==> config.mk <==
export PLATFORM = sky130hd
export DESIGN_NAME = write_back_arbiter
export DESIGN_NICKNAME = d
export VERILOG_FILES = /design/src/rtl/write_back_arbiter.sv
export SDC_FILE = /design/constraint.sdc
export NUM_CORES = 1
export LEC_CHECK = 0
export CAP_MARGIN = 20
export CORE_UTILIZATION = 33
export DETAILED_ROUTE_END_ITERATION = 16
export SLEW_MARGIN = 20
export SYNTH_ARGS = -nofsm -noshare
export SYNTH_HDL_FRONTEND = slang
export SYNTH_SLANG_ARGS = --single-unit
==> constraint.sdc <==
create_clock -name clk -period 9.5 [get_ports clk]
set_input_delay 0.95 -clock clk [delete_from_list [all_inputs] [get_ports clk]]
set_output_delay 0.95 -clock clk [all_outputs]
set_load 0.02 [all_outputs]
==> src/rtl/write_back_arbiter.sv <==
// write_back_arbiter
//   Shares one write-back port into a small register bank between NUM_REQ
//   requesters. A round-robin arbiter picks one requester per cycle; the
//   granted write lands in the bank on the next rising edge and is echoed
//   on the registered wb_* outputs.
//
// Ports:
//   clk       rising-edge clock
//   rst       asynchronous active-high reset
//   clr       synchronous bank clear; blocks grants and wins over any write
//   req       per-requester write request, held until granted
//   req_addr  packed addresses, requester i at [i*ADDR_W +: ADDR_W]
//   req_data  packed data, requester i at [i*DATA_W +: DATA_W]
//   gnt       one-hot grant, combinational, same cycle as req
//   rd_addr   read address
//   rd_data   combinational bank read data
//   wb_valid  a write committed on the last edge
//   wb_addr   address of the last commit
//   wb_data   data of the last commit
//
// Optional feature (macro WRITE_BACK_ARBITER_BYPASS_EN):
//   when defined, rd_data forwards the granted data in the grant cycle if the
//   granted address matches rd_addr (zero-latency read-after-write).

module write_back_arbiter #(
    parameter int unsigned NUM_REQ = 4,
    parameter int unsigned DATA_W  = 8,
    parameter int unsigned ADDR_W  = 2
) (
    input  logic                      clk,
    input  logic                      rst,
    input  logic                      clr,
    input  logic [NUM_REQ-1:0]        req,
    input  logic [NUM_REQ*ADDR_W-1:0] req_addr,
    input  logic [NUM_REQ*DATA_W-1:0] req_data,
    output logic [NUM_REQ-1:0]        gnt,
    input  logic [ADDR_W-1:0]         rd_addr,
    output logic [DATA_W-1:0]         rd_data,
    output logic                      wb_valid,
    output logic [ADDR_W-1:0]         wb_addr,
    output logic [DATA_W-1:0]         wb_data
);

    localparam int unsigned DEPTH = 1 << ADDR_W;
    localparam int unsigned IDX_W = $clog2(NUM_REQ);

    logic [ADDR_W-1:0] addr_arr [NUM_REQ];
    logic [DATA_W-1:0] data_arr [NUM_REQ];
    logic [DATA_W-1:0] bank     [DEPTH];

    logic [IDX_W-1:0]  rr_ptr;
    logic [IDX_W-1:0]  gnt_idx;
    logic [IDX_W-1:0]  rr_next;
    logic              gnt_any;
    logic [ADDR_W-1:0] gnt_addr;
    logic [DATA_W-1:0] gnt_data;

    // Unpack the flat request buses into per-requester arrays.
    for (genvar i = 0; i < NUM_REQ; i++) begin : g_unpack
        assign addr_arr[i] = req_addr[i*ADDR_W +: ADDR_W];
        assign data_arr[i] = req_data[i*DATA_W +: DATA_W];
    end

    // Round-robin search starting at rr_ptr; first pending requester wins.
    always_comb begin
        int unsigned cand;
        cand    = 0;
        gnt     = '0;
        gnt_any = 1'b0;
        gnt_idx = '0;
        if (!rst && !clr) begin
            for (int unsigned k = 0; k < NUM_REQ; k++) begin
                cand = (32'(rr_ptr) + k) % NUM_REQ;
                if (!gnt_any && req[IDX_W'(cand)]) begin
                    gnt_any              = 1'b1;
                    gnt_idx              = IDX_W'(cand);
                    gnt[IDX_W'(cand)]    = 1'b1;
                end
            end
        end
    end

    assign gnt_addr = addr_arr[gnt_idx];
    assign gnt_data = data_arr[gnt_idx];

    // Pointer moves just past the winner so it becomes lowest priority next.
    assign rr_next = (gnt_idx == IDX_W'(NUM_REQ - 1)) ? '0 : gnt_idx + IDX_W'(1);

    // Bank, round-robin pointer and write-back echo; clr outranks a write.
    always_ff @(posedge clk or posedge rst) begin
        if (rst) begin
            for (int unsigned j = 0; j < DEPTH; j++) begin
                bank[ADDR_W'(j)] <= '0;
            end
            rr_ptr   <= '0;
            wb_valid <= 1'b0;
            wb_addr  <= '0;
            wb_data  <= '0;
        end else if (clr) begin
            for (int unsigned j = 0; j < DEPTH; j++) begin
                bank[ADDR_W'(j)] <= '0;
            end
            wb_valid <= 1'b0;
        end else if (gnt_any) begin
            bank[gnt_addr] <= gnt_data;
            rr_ptr         <= rr_next;
            wb_valid       <= 1'b1;
            wb_addr        <= gnt_addr;
            wb_data        <= gnt_data;
        end else begin
            wb_valid <= 1'b0;
        end
    end

    // Read port; gnt_any is already suppressed by clr and rst.
`ifdef WRITE_BACK_ARBITER_BYPASS_EN
    assign rd_data = (gnt_any && (gnt_addr == rd_addr)) ? gnt_data : bank[rd_addr];
`else
    assign rd_data = bank[rd_addr];
`endif

endmodule

==> results_dict.tcl <==
set metrics [dict create \
    ant_nets 0 \
    cts-root-buf "clkbuf_8" \
    hold_depth 2 \
    end_kind "output pin" \
    setup_viol 0 \
    syn_area_um2 3020 \
    cts_made_buffers 5 \
    grt_overflow 0 \
    synth_top_area_share_pct 37.3 \
    async_reset_ff_share_pct 100 \
    slew_headroom_pct 44.2 \
    fin_worst_skew_ns 0.00954 \
    fin_crit_ns 4.89 \
    syn_nets 344 \
    rsz0062_at_grt "false" \
    yosys.area.top_type "dfrtp_1" \
    routed_wl_um 7910 \
    synthMuxAreaShare_pct 25.5 \
    drtPass1Iterations 11 \
    placed_cell_area_um2 3800 \
    grt_max_degree 47 \
    syn_avg_cell_area_um2 10.5 \
    antenna_cells 0 \
    initial_core_util_pct 34.3 \
    violations "design-rule violations" \
    crit_required_ns 8.55 \
    viasPerCell 5.22 \
    r2r_end "bank[27]" \
    area.growth.synth_to_final_pct 29.4 \
    post-cts-setup-buffers 0 \
    synth_compound_area_share_pct 13.2 \
    holdPathEnd "wb_data[7]" \
    port_buffers 71 \
    drv_cap 0 \
    min_from "wb_data[7]" \
    drcViolationCount 8 \
    grt_pass1_vias 2433 \
    syn_inst 287 \
    wire_per_inst_um 17.3 \
    synth_top_family_by_area "multiplexers" \
    dr_total_vias 2392 \
    p_leak_uw 0.00173 \
    yosys.area_share.simple_pct 16.4 \
    path_max_fanout 20 \
    die_w_um 97.7 \
    core_um2 8810 \
    critPathLaunchType "flip-flop" \
    drtIter0Drc 135 \
    antenna_found_initial 0 \
    fillers 835 \
    synthTopCellsByCount "nand2_1 (47), dfrtp_1 (45), mux2i_1 (44), nor2_1 (12), nor2b_1 (12)" \
    synth.top_cells.by_area "dfrtp_1 (37%), mux2i_1 (15%), mux4_2 (6.7%)" \
    holdCritPathClass "flip-flop to flip-flop" \
    std_cell_rows 34 \
    timing.fmax_mhz 205 \
    path_clk_slew_ns 0.09 \
    seq_area_um2 1130 \
    clockBufferDepth 2 \
    period_share_pct 51.4 \
    drive_gt1_share_pct 12.9 \
    routabilityCongestion 0.817 \
    die_area_um2 9550 \
    tightestPinTransition_ns 0.834 \
    clock_sinks 45 \
    track_usage_pct 16.9 \
    cts_resized 0 \
    synth-edff-count 0 \
    hpwl_um 5740 \
    crit_type "flip-flop to output pin" \
    ys_ff_latch 45 \
    ff2ff_path_depth 10 \
    grt_pass1_wl_um 12800 \
    status "finished with violations" \
    max-vdd-ir-drop_uv 115 \
    holdWs_ns 0.486 \
    setup_tns_ns 0 \
    nNetsFinal 406 \
    yosysMostFrequentCell "nand2_1" \
    ys_types 44 \
    synth_seq_area_share_pct 37.3 \
    final-hold-violation-count 0 \
    maxSlewViolCount 0 \
    design_area_um2 3910 \
    cts_tree "done" \
    multiInputGateArea_um2 1770 \
    cp.arrival_ns 3.94 \
    clk_latency_ns 0.30 \
    r2r-start "rr_ptr[0]" \
    synth_warnings 0 \
    synth_xor_area_share_pct 0.290 \
    h-tree-depth 2 \
    synthAdderAreaFrac_pct 3.31 \
    p_per_area_nw_per_um2 209 \
    die_h_um 97.7 \
    ios 72 \
    ys.flop_type "dfrtp_1" \
    ff2ff_setup_slack_ns 4.94 \
    holdBufCountCts 0 \
]
[metal layers]
| layer | wire length (um) | track usage (%) | part of all wire [%] |
|---|---|---|---|
| met1 | 3700 | 23.2 | 47 |
| met2 | 3950 | 29.1 | 50 |
| met3 | 202 | 1.94 | 2.6 |
| met4 | 53 | 3.15 | 0.67 |
| met5 | 0 | 0 | 0 |
[where the power goes]
part | switching [uW] | internal, uW
Clock | 67.9 | 79.0
Sequential | 42.0 | 228
Combinational | 214 | 188
Total | 324 | 495
[cells by family (layout without fill, tap and decap cells)]
logic type	Yosys count	in the layout
XOR/XNOR	1	1
AO/OA/AOI/OAI	44	44
flip-flops	45	45
buffers and inverters	27	90
AND/OR/NAND/NOR	98	98
multiplexers	64	64
adder cells (fa/ha/maj)	8	8
[cells in the final DEF, fill, tap and decap left out, types with 9 or more instances in the layout]
master           netlist  routed
clkdlybuf4s50_1        0      71
nand2_1               47      47
dfrtp_1               45      45
mux2i_1               44      44
nor2_1                12      12
nor2b_1               12      12
mux4_2                 9       9
mux2_2                 9       9
and3_1                 9       9
[per-stage QoR]
| step | setup slack [ns] | util [%] | total power [uW] | cells |
|---|---|---|---|---|
| 2_1_floorplan | 5.80 | - | 547 | 287 |
| 3_3_place_gp | 4.59 | 43.2 | 676 | 450 |
| 3_5_place_dp | 4.39 | 43.2 | 678 | 450 |
| 4_1_cts | 4.63 | 44.4 | 827 | 458 |
| 5_1_grt | 4.34 | 44.4 | 870 | 458 |
| 6_report | 4.61 | 44.4 | 819 | 458 |
[critical path, cell delays in order (launching register included)]
cell,delay [ns]
dfrtp_1,0.86
inv_1,0.31
ha_1,0.51
mux4_2,0.47
a211oi_1,0.44
a22o_1,0.20
mux2i_1,0.06
a21oi_1,0.15
clkdlybuf4s50_1,0.62
[state kept, by name, indices dropped and copies added (netlist names)]
signal    flops
bank         32
wb_data       8
rr_ptr        2
wb_addr       2
wb_valid      1
[final cells by class]
class / count / share of cell area [%]
timing repair buffer: 75 / 18.9
clock inverter: 2 / 0.992
multi-input combinational: 215 / 45.3
tap: 108 / 3.45
clock buffer: 6 / 1.86
sequential: 45 / 28.8
inverter: 7 / 0.672
[how the worst max path moves through the flow]
stage                     startpoint        to  slack [ns]  cells past startpoint
after floorplan               req[3]  bank[24]        5.80                      9
after global placement           clr  bank[30]        4.59                      9
after detailed placement         clr  bank[27]        4.39                      9
after CTS                  rr_ptr[0]    gnt[3]        4.63                      8
after global routing             clr  bank[27]        4.34                      9
final                      rr_ptr[0]    gnt[3]        4.61                      8
Note: power is estimated with default switching activity, not from simulation.
